[config.mk]
export PLATFORM = sky130hd
export DESIGN_NAME = vga_timing_pipe
export DESIGN_NICKNAME = d
export VERILOG_FILES = /design/src/rtl/vga_timing_pipe.sv
export SDC_FILE = /design/constraint.sdc
export NUM_CORES = 1
export LEC_CHECK = 0
export ABC_AREA = 1
export ABC_CLOCK_PERIOD_IN_PS = 1360
export CAP_MARGIN = 20
export CORE_ASPECT_RATIO = 0.7
export CORE_MARGIN = 4
export CORE_UTILIZATION = 40
export DETAILED_ROUTE_END_ITERATION = 8
export PLACE_DENSITY = 0.73
export SKIP_CTS_REPAIR_TIMING = 1
export SLEW_MARGIN = 20
export SYNTH_ARGS = -nofsm -noshare
export SYNTH_HDL_FRONTEND = slang
export SYNTH_SLANG_ARGS = --single-unit
[constraint.sdc]
create_clock -name clk -period 1.36 [get_ports clk]
set_input_delay 0.136 -clock clk [delete_from_list [all_inputs] [get_ports clk]]
set_output_delay 0.136 -clock clk [all_outputs]
set_load 0.01 [all_outputs]
[src/rtl/vga_timing_pipe.sv]
// ============================================================================
// Module   : vga_timing_pipe
// Purpose  : Parametrised VGA timing generator with a pixel-clock divider and
//            a sync/blank delay line. The delay line lines sync and blanking up
//            with multi-cycle renderers. Outputs are registered VGA signals,
//            line/frame strobes and a frame counter.
// Option   : VGA_TEST_PATTERN_EN - when defined, test_pattern=1 replaces
//            rgb_in with eight vertical colour bars.
// Revision : 1.0 - initial release
// ============================================================================
`default_nettype none

module vga_timing_pipe #(
  parameter int   H_ACTIVE   = 640,
  parameter int   H_FP       = 16,
  parameter int   H_SYNC     = 96,
  parameter int   H_BP       = 48,
  parameter int   V_ACTIVE   = 480,
  parameter int   V_FP       = 10,
  parameter int   V_SYNC     = 2,
  parameter int   V_BP       = 33,
  parameter int   CLK_DIV    = 4,
  parameter int   PIPE_DEPTH = 2,
  parameter logic SYNC_POL   = 1'b0,
  parameter int   COORD_W    = 10
) (
  input  logic               clk,
  input  logic               reset_n,
  input  logic               enable,
  input  logic               test_pattern,
  input  logic [11:0]        rgb_in,
  output logic [COORD_W-1:0] x,
  output logic [COORD_W-1:0] y,
  output logic               pixel_tick,
  output logic               line_start,
  output logic               frame_start,
  output logic [15:0]        frame_count,
  output logic               hsync,
  output logic               vsync,
  output logic               video_on,
  output logic [3:0]         vga_r,
  output logic [3:0]         vga_g,
  output logic [3:0]         vga_b
);

  localparam int H_TOTAL = H_ACTIVE + H_FP + H_SYNC + H_BP;
  localparam int V_TOTAL = V_ACTIVE + V_FP + V_SYNC + V_BP;
  localparam int DIV_W   = (CLK_DIV > 1) ? $clog2(CLK_DIV) : 1;

  localparam logic [DIV_W-1:0]   DIV_LAST = DIV_W'(CLK_DIV - 1);
  localparam logic [COORD_W-1:0] X_LAST   = COORD_W'(H_TOTAL - 1);
  localparam logic [COORD_W-1:0] Y_LAST   = COORD_W'(V_TOTAL - 1);
  localparam logic [COORD_W-1:0] X_ACT    = COORD_W'(H_ACTIVE);
  localparam logic [COORD_W-1:0] Y_ACT    = COORD_W'(V_ACTIVE);
  localparam logic [COORD_W-1:0] HS_START = COORD_W'(H_ACTIVE + H_FP);
  localparam logic [COORD_W-1:0] HS_END   = COORD_W'(H_ACTIVE + H_FP + H_SYNC);
  localparam logic [COORD_W-1:0] VS_START = COORD_W'(V_ACTIVE + V_FP);
  localparam logic [COORD_W-1:0] VS_END   = COORD_W'(V_ACTIVE + V_FP + V_SYNC);

`ifdef VGA_TEST_PATTERN_EN
  // Delayed x travels with the flags so the bars follow the output pixel.
  localparam int SW = 3 + COORD_W;
`else
  localparam int SW = 3;
`endif

  logic [DIV_W-1:0] div;
  logic             adv;
  logic             x_wrap;
  logic             y_wrap;
  logic             act_raw;
  logic             hs_raw;
  logic             vs_raw;
  logic [SW-1:0]    stage_in;
  logic [SW-1:0]    stage_out;
  logic             d_act;
  logic             d_hs;
  logic             d_vs;
  logic [11:0]      colour;

  // adv marks the clock edge on which every pixel-rate register moves.
  assign adv    = enable && (div == DIV_LAST);
  assign x_wrap = (x == X_LAST);
  assign y_wrap = (y == Y_LAST);

  // Pixel-clock divider; parked at zero while disabled so restart is aligned.
  always_ff @(posedge clk or negedge reset_n) begin
    if (!reset_n) begin
      div <= '0;
    end else if (!enable || adv) begin
      div <= '0;
    end else begin
      div <= div + 1'b1;
    end
  end

  // Raster counters, strobes and frame counter; strobes flag the new coordinate.
  always_ff @(posedge clk or negedge reset_n) begin
    if (!reset_n) begin
      x           <= '0;
      y           <= '0;
      frame_count <= '0;
      pixel_tick  <= 1'b0;
      line_start  <= 1'b0;
      frame_start <= 1'b0;
    end else if (!enable) begin
      x           <= '0;
      y           <= '0;
      pixel_tick  <= 1'b0;
      line_start  <= 1'b0;
      frame_start <= 1'b0;
    end else begin
      pixel_tick  <= adv;
      line_start  <= adv && x_wrap;
      frame_start <= adv && x_wrap && y_wrap;
      if (adv) begin
        if (x_wrap) begin
          x <= '0;
          if (y_wrap) begin
            y           <= '0;
            frame_count <= frame_count + 16'd1;
          end else begin
            y <= y + 1'b1;
          end
        end else begin
          x <= x + 1'b1;
        end
      end
    end
  end

  assign act_raw = (x < X_ACT) && (y < Y_ACT);
  assign hs_raw  = (x >= HS_START) && (x < HS_END);
  assign vs_raw  = (y >= VS_START) && (y < VS_END);

`ifdef VGA_TEST_PATTERN_EN
  assign stage_in = {x, act_raw, hs_raw, vs_raw};
`else
  assign stage_in = {act_raw, hs_raw, vs_raw};
`endif

  generate
    if (PIPE_DEPTH == 0) begin : g_no_pipe
      assign stage_out = stage_in;
    end else begin : g_pipe
      logic [SW-1:0] pipe [PIPE_DEPTH];

      // Renderer-latency delay line, shifting once per pixel.
      always_ff @(posedge clk or negedge reset_n) begin
        if (!reset_n) begin
          for (int i = 0; i < PIPE_DEPTH; i++) pipe[i] <= '0;
        end else if (!enable) begin
          for (int i = 0; i < PIPE_DEPTH; i++) pipe[i] <= '0;
        end else if (adv) begin
          pipe[0] <= stage_in;
          for (int i = 1; i < PIPE_DEPTH; i++) pipe[i] <= pipe[i-1];
        end
      end

      assign stage_out = pipe[PIPE_DEPTH-1];
    end
  endgenerate

  assign d_act = stage_out[2];
  assign d_hs  = stage_out[1];
  assign d_vs  = stage_out[0];

`ifdef VGA_TEST_PATTERN_EN
  localparam int BAR_W = H_ACTIVE / 8;

  logic [COORD_W-1:0] d_x;
  logic [2:0]         bar;
  logic [11:0]        bar_rgb;

  assign d_x = stage_out[SW-1:3];

  // Bar index from the delayed x; bars run white, yellow, cyan, green,
  // magenta, red, blue, black so each component is an inverted index bit.
  always_comb begin
    bar = 3'd0;
    for (int i = 1; i < 8; i++) begin
      if (d_x >= COORD_W'(i * BAR_W)) bar = 3'(i);
    end
  end

  assign bar_rgb = {{4{~bar[1]}}, {4{~bar[2]}}, {4{~bar[0]}}};
  assign colour  = test_pattern ? bar_rgb : rgb_in;
`else
  logic unused_test_pattern;
  assign unused_test_pattern = test_pattern;
  assign colour              = rgb_in;
`endif

  // Registered VGA outputs; forced to blank with inactive syncs while disabled.
  always_ff @(posedge clk or negedge reset_n) begin
    if (!reset_n) begin
      video_on                <= 1'b0;
      hsync                   <= ~SYNC_POL;
      vsync                   <= ~SYNC_POL;
      {vga_r, vga_g, vga_b}   <= 12'h000;
    end else if (!enable) begin
      video_on                <= 1'b0;
      hsync                   <= ~SYNC_POL;
      vsync                   <= ~SYNC_POL;
      {vga_r, vga_g, vga_b}   <= 12'h000;
    end else if (adv) begin
      video_on                <= d_act;
      hsync                   <= d_hs ? SYNC_POL : ~SYNC_POL;
      vsync                   <= d_vs ? SYNC_POL : ~SYNC_POL;
      {vga_r, vga_g, vga_b}   <= d_act ? colour : 12'h000;
    end
  end

endmodule

`default_nettype wire

==> flow_metrics.py, run 1 <==
metrics = {
    "status": {
        "status": "finished with violations",
        "violations": "negative setup slack",
    },
    "detailed_routing": {
        "via_per_inst": 5.35,
        "drc": 0,
        "antenna_left": 0,
        "wl_per_cell_um": 16.0,
        "initialDrtViolationCount": 227,
        "dr.pass1.iters": 5,
        "wl_um": 10600,
        "vias": 3546,
    },
    "timing": {
        "rsz0062_at_grt": "yes",
        "post-route-min-period_ns": 1.53,
        "holdWs_ns": 0.345,
        "slew_headroom": 0.691,
        "layout_setup_ws_ns": -0.172,
        "min_period_over_period": 1.13,
        "setup_viol": 23,
        "worst_pin_slew_ns": 0.463,
        "drv_slew": 0,
        "final.setup_skew_ns": 0.00410,
        "fmax_mhz": 653,
        "finalHoldViolCount": 0,
    },
    "grt": {
        "grtUsageTotal": 0.193,
        "globalRouteOverflowTotal": 0,
        "top_usage_layer": "met2",
        "grt_use_met1": 0.280,
        "grt_use_met2": 0.281,
        "antenna_found_initial": 0,
        "grt_first_pass_wirelength_um": 15200,
        "grtUsageMet3": 0.0536,
        "grt_max_degree": 63,
        "grt_pass1_vias": 3160,
    },
    "clocking": {
        "htreeDepth": 3,
        "cts_inserted_buffers": 9,
        "cts.sinks": 62,
        "clock_path_buffers": 2,
        "cts_root_buf": "clkbuf_16",
        "cts_tree": "built",
        "clock_latency_ns": 0.33,
        "cts.clk_slew.worst_paths_ns": 0.06,
    },
    "placed_design": {
        "io_buffer_count": 68,
        "dpl.hpwl_um": 6390,
        "gp_congestion": 0.915,
    },
    "floorplanning": {
        "std_cell_rows": 27,
        "dieArea_mm2": 0.00974,
        "initial_core_util": 0.413,
        "coreArea_mm2": 0.00794,
        "pin_count": 70,
        "die-width_um": 116,
        "die_h_um": 83.8,
    },
    "synth": {
        "synth_nets": 435,
        "syn_area_per_cell_um2": 7.94,
        "yosys_warnings": 0,
        "syn_area_mm2": 0.00328,
        "syn_inst": 413,
        "yosysUniqueCellTypes": 31,
        "seq_area_frac_synth": 0.474,
        "synth_seq_cells": 62,
    },
    "finish": {
        "regArea_mm2": 0.00157,
        "drive_above_1_share": 0.345,
        "nets": 579,
        "syn_to_final_growth_pct": 68.5,
        "n_fill_cell": 568,
        "multiInputGateArea_mm2": 0.00192,
        "diodes": 0,
        "final_util": 0.696,
    },
    "critical_path": {
        "r2r-start": "x[1]$_DFFE_PN0P_",
        "ff2ff_setup_slack_ns": -0.17,
        "end_kind": "register",
        "rr_worst_depth": 8,
        "reg2reg_to": "frame_count[5]$_DFFE_PN0P_",
        "critPathMaxFanout": 5,
        "crit_type": "reg2reg",
        "crit_required_ns": 1.63,
        "critical_path_arrival_ns": 1.80,
        "startpoint_type": "register",
    },
    "power_and_ir_drop": {
        "irDropWorstVdd_mv": 0.608,
        "leakagePower_nw": 3.33,
        "p_per_area_mw_per_mm2": 846,
    },
    "hold_path": {
        "hp-class": "in2async",
    },
    "job": {
        "max_cap_viol_count": 0,
    },
}
==> where the power goes <==
group          switching [W]  leakage [nW]  total [W]  internal, W
Sequential         0.0000116         0.839    0.00187      0.00186
Combinational       0.000140          2.34   0.000251     0.000111
Clock               0.000929         0.157    0.00256      0.00163
Total                0.00108          3.33    0.00468      0.00360
==> worst max-delay path, stage by stage, from the launching register on <==
cell     delay [ns]
dfrtp_1        0.39
ha_4           0.20
inv_4          0.04
nor2_4         0.12
nand3_4        0.15
nor2_8         0.24
buf_6          0.16
nand3_2        0.08
nand2_1        0.09
==> cell usage after synthesis (all sizes together) <==
cell type  count  area (µm²)
nand2        134         515
dfrtp         60        1500
nor2          47         220
inv           44         165
nand3         40         218
o21ai         20         100
nand4         14        87.6
a32o          12         120
buf           10        61.3
ha             6        75.1
xor2           6        52.6
a21oi          5        25.0
nor3           3        15.0
xnor2          3        26.3
clkbuf         2        7.51
dfstp          2        52.6
nand3b         2        15.0
a22o           1        8.76
o21bai         1        7.51
o22ai          1        6.26
==> state kept, by name (all words and copies together), names as in the netlist <==
| name | cells |
|---|---|
| vsync | 1 |
| vga_b | 4 |
| vga_r | 4 |
| frame_count | 16 |
| pixel_tick | 1 |
| y | 10 |
| frame_start | 1 |
| g_pipe.pipe | 3 |
| vga_g | 4 |
| hsync | 1 |
| video_on | 1 |
| x | 10 |
| stage_out | 3 |
| div | 2 |
| line_start | 1 |
==> placed cells by master, fill, tap and decap left out, types with 5 or more instances in the layout <==
| cell type | instances |
|---|---|
| nand2_1 | 103 |
| buf_6 | 6 |
| inv_2 | 6 |
| o21ai_0 | 11 |
| nand4_1 | 14 |
| clkdlybuf4s50_1 | 16 |
| nand3_1 | 24 |
| nor2_1 | 27 |
| nand3_2 | 12 |
| dfrtp_2 | 11 |
| nor2_2 | 6 |
| dfrtp_1 | 49 |
| nand2_4 | 6 |
| a32o_1 | 12 |
| clkbuf_16 | 9 |
| buf_4 | 66 |
| nand2_2 | 23 |
| o21ai_2 | 6 |
| dlymetal6s2s_1 | 51 |
| xor2_1 | 5 |
| inv_1 | 36 |
| nor2_4 | 14 |
==> kinds of logic after synthesis <==
logic type               count (synthesis)  share of synthesized area
flip-flops                              62                      0.474
AND/OR/NAND/NOR                        240                      0.326
buffers and inverters                   56                     0.0713
adder cells (fa/ha/maj)                  6                     0.0229
AO/OA/AOI/OAI                           40                     0.0816
XOR/XNOR                                 9                     0.0240
==> how the worst max path moves through the flow <==
stage	end	from	slack, ns	cells past startpoint
5_1_grt	frame_count[12]$_DFFE_PN0P_	y[1]$_DFFE_PN0P_	-0.26	8
4_1_cts	frame_count[2]	frame_count[2]$_DFFE_PN0P_	-0.24	2
2_1_floorplan	frame_count[2]$_DFFE_PN0P_	y[1]$_DFFE_PN0P_	-0.12	10
3_3_place_gp	y[8]$_DFFE_PN0P_	x[1]$_DFFE_PN0P_	-0.11	7
3_5_place_dp	x[8]$_DFFE_PN0P_	enable	-0.15	10
6_report	frame_count[5]$_DFFE_PN0P_	x[1]$_DFFE_PN0P_	-0.17	8
==> final cells by class <==
type                            count  area share
Multi-Input combinational cell    297       0.347
Sequential cell                    62       0.284
Timing Repair Buffer              143       0.256
Clock buffer                        9      0.0407
Inverter                           44      0.0308
Tap cell                          101      0.0229
Clock inverter                      7      0.0186
==> per-stage QoR <==
step	area (µm²)	instances	setup slack (ns)	total power, W	setup TNS (ns)
3_5_place_dp	4460	623	-0.152	0.00211	-4.54
3_3_place_gp	4460	623	-0.115	0.00211	-2.82
5_1_grt	5530	663	-0.265	0.00482	-4.81
4_1_cts	4790	639	-0.241	0.00466	-8.88
2_1_floorplan	3300	413	-0.118	0.00196	-1.20
6_report	5530	663	-0.172	0.00468	-2.42
==> metal layers <==
metal	wire length (µm)	part of all wire
met1	4600	0.43
met2	4930	0.46
met3	814	0.077
met4	278	0.026
met5	0	0
(Power assumes the default switching activity.)
==> inputs of run 2 (changes only) <==
--- a/config.mk
+++ b/config.mk
@@ -12,7 +12,7 @@
 export CORE_MARGIN = 4
 export CORE_UTILIZATION = 40
 export DETAILED_ROUTE_END_ITERATION = 8
-export PLACE_DENSITY = 0.73
+export PLACE_DENSITY = 0.78
 export SKIP_CTS_REPAIR_TIMING = 1
 export SLEW_MARGIN = 20
 export SYNTH_ARGS = -nofsm -noshare
==> flow_metrics.py, run 2 (same netlist as run 1, synthesis figures left out) <==
metrics = {
    "status": {
        "status": "finished with violations",
        "violations": "negative setup slack",
    },
    "finish": {
        "syn_to_final_growth_pct": 61.5,
        "instances_no_fill": 651,
        "mostFrequentLayoutCells": "nand2_1, dlymetal6s2s_1, buf_4",
        "n_fill_cell": 607,
        "reg_top3": "frame_count: 16 flops, x: 10 flops, y: 10 flops",
        "registers.top_by_ff_count": "frame_count",
        "nets": 567,
        "final_common_cell": "nand2_1",
        "drive_above_1_share": 0.271,
        "largest_reg_flops": 16,
        "diodes": 0,
        "fin_area_mm2": 0.00530,
    },
    "floorplanning": {
        "pin_count": 70,
        "die-width_um": 116,
        "coreArea_mm2": 0.00794,
        "dieArea_mm2": 0.00974,
        "std_cell_rows": 27,
        "initial_core_util": 0.413,
        "die_h_um": 83.8,
    },
    "timing": {
        "slew_headroom": 0.705,
        "post-route-min-period_ns": 1.49,
        "finalHoldViolCount": 0,
        "min_period_over_period": 1.09,
        "drv_slew": 0,
        "fmax_mhz": 673,
        "layout_setup_ws_ns": -0.125,
        "setup_viol": 25,
        "rsz0062_at_grt": "yes",
        "worst_pin_slew_ns": 0.443,
        "final.setup_skew_ns": 0.00789,
    },
    "critical_path": {
        "rr_worst_depth": 8,
        "critical_path_arrival_ns": 1.70,
        "critPathMaxFanout": 8,
        "end_kind": "register",
        "critPathMostFrequentCell": "nand2_1",
        "startpoint_type": "register",
        "path_cells": "ha_4 -> inv_4 -> nor2_4 -> nand3_4 -> nor2_8 -> nand2_4 -> nand2_1 -> nand2_1",
        "max_stage_delay_ns": 0.39,
        "crit_required_ns": 1.58,
        "cp_slowest_cell": "dfrtp_1",
        "crit_type": "reg2reg",
    },
    "grt": {
        "grt_first_pass_wirelength_um": 15300,
        "grt_pass1_vias": 3170,
        "grtUsageTotal": 0.197,
        "antenna_found_initial": 0,
        "grt_max_degree": 63,
        "globalRouteOverflowTotal": 0,
    },
    "clocking": {
        "cts_root_buf": "clkbuf_16",
        "cts.sinks": 62,
        "clock_path_buffers": 2,
        "cts_inserted_buffers": 9,
        "htreeDepth": 3,
        "cts.clk_slew.worst_paths_ns": 0.06,
        "clock_latency_ns": 0.34,
        "cts_tree": "built",
    },
    "detailed_routing": {
        "initialDrtViolationCount": 251,
        "drc": 0,
        "wl_um": 9980,
        "antenna_left": 0,
        "wl_per_cell_um": 15.3,
        "vias": 3377,
        "dr.pass1.iters": 5,
        "via_per_inst": 5.19,
    },
    "placed_design": {
        "pre_cts_ws_ns": -0.200,
        "placed_area_mm2": 0.00443,
        "gp_congestion": 0.871,
        "dpl.cell_count": 621,
        "io_buffer_count": 68,
        "dpl.hpwl_um": 6450,
    },
    "power_and_ir_drop": {
        "p_per_area_mw_per_mm2": 881,
        "power_frac_clock": 0.548,
        "leakagePower_nw": 3.31,
        "swShare": 0.231,
        "pwr-share-comb": 0.052,
        "p_total_w": 0.00467,
        "internal_power_w": 0.00359,
        "irDropWorstVdd_mv": 0.558,
        "p_seq_frac": 0.401,
        "switchingPower_w": 0.00108,
    },
    "job": {
        "max_cap_viol_count": 0,
    },
    "hold_path": {
        "hp-class": "in2async",
    },
}
run 2: final cells by class:
| cell class | count | area (µm²) | area share |
|---|---|---|---|
| clock buffers | 9 | 225 | 0.0425 |
| clock inverters | 7 | 103 | 0.0194 |
| inverters | 44 | 173 | 0.0326 |
| multi-input cells | 297 | 1750 | 0.331 |
| flip-flops and latches | 62 | 1570 | 0.297 |
| well taps | 101 | 126 | 0.0238 |
| repair buffers | 131 | 1350 | 0.254 |
run 2: power groups by stage:
stage	clock network (W)	registers (W)	logic, W
floorplan	0	0.00190	0.0000590
global placement	0	0.00190	0.000203
detailed placement	0	0.00190	0.000205
CTS	0.00259	0.00187	0.000207
global route	0.00266	0.00187	0.000266
finish	0.00256	0.00187	0.000241
run 2: metal layers:
layer	vias to the layer above	wire, µm	GRT usage
li1	1607	-	-
met4	0	153	0.0548
met5	-	0	0
met3	16	713	0.0572
met1	1630	4310	0.276
met2	124	4800	0.297
run 2: worst paths after layout:
| path | endpoint | from | slack [ns] |
|---|---|---|---|
| setup reg to reg | frame_count[3]$_DFFE_PN0P_ | x[1]$_DFFE_PN0P_ | -0.13 |
| setup / recovery | frame_count[3]$_DFFE_PN0P_ | x[1]$_DFFE_PN0P_ | -0.13 |
| hold reg to reg | vsync$_DFFE_PN1P_ | stage_out[0]$_DFFE_PN0P_ | 0.41 |
| min in group clk | vsync$_DFFE_PN1P_ | stage_out[0]$_DFFE_PN0P_ | 0.41 |
| hold / removal | x[8]$_DFFE_PN0P_ | reset_n | 0.34 |
| max in group asynchronous | vsync$_DFFE_PN1P_ | reset_n | 0.70 |
run 2: through the flow:
stage	setup TNS [ns]	util	hold WS [ns]
2_1_floorplan	-1.20	-	-0.160
3_3_place_gp	-4.36	0.558	0.174
3_5_place_dp	-5.69	0.558	0.177
4_1_cts	-10.32	0.600	-0.180
5_1_grt	-4.52	0.667	0.396
6_report	-2.07	0.667	0.342
run 2: critical path, delay by kind of cell, from the launching register on:
| kind | cells | cell delay [ns] |
|---|---|---|
| buffers and inverters | 1 | 0.04 |
| adder cells (fa/ha/maj) | 1 | 0.20 |
| flip-flops | 1 | 0.39 |
| AND/OR/NAND/NOR | 6 | 0.72 |
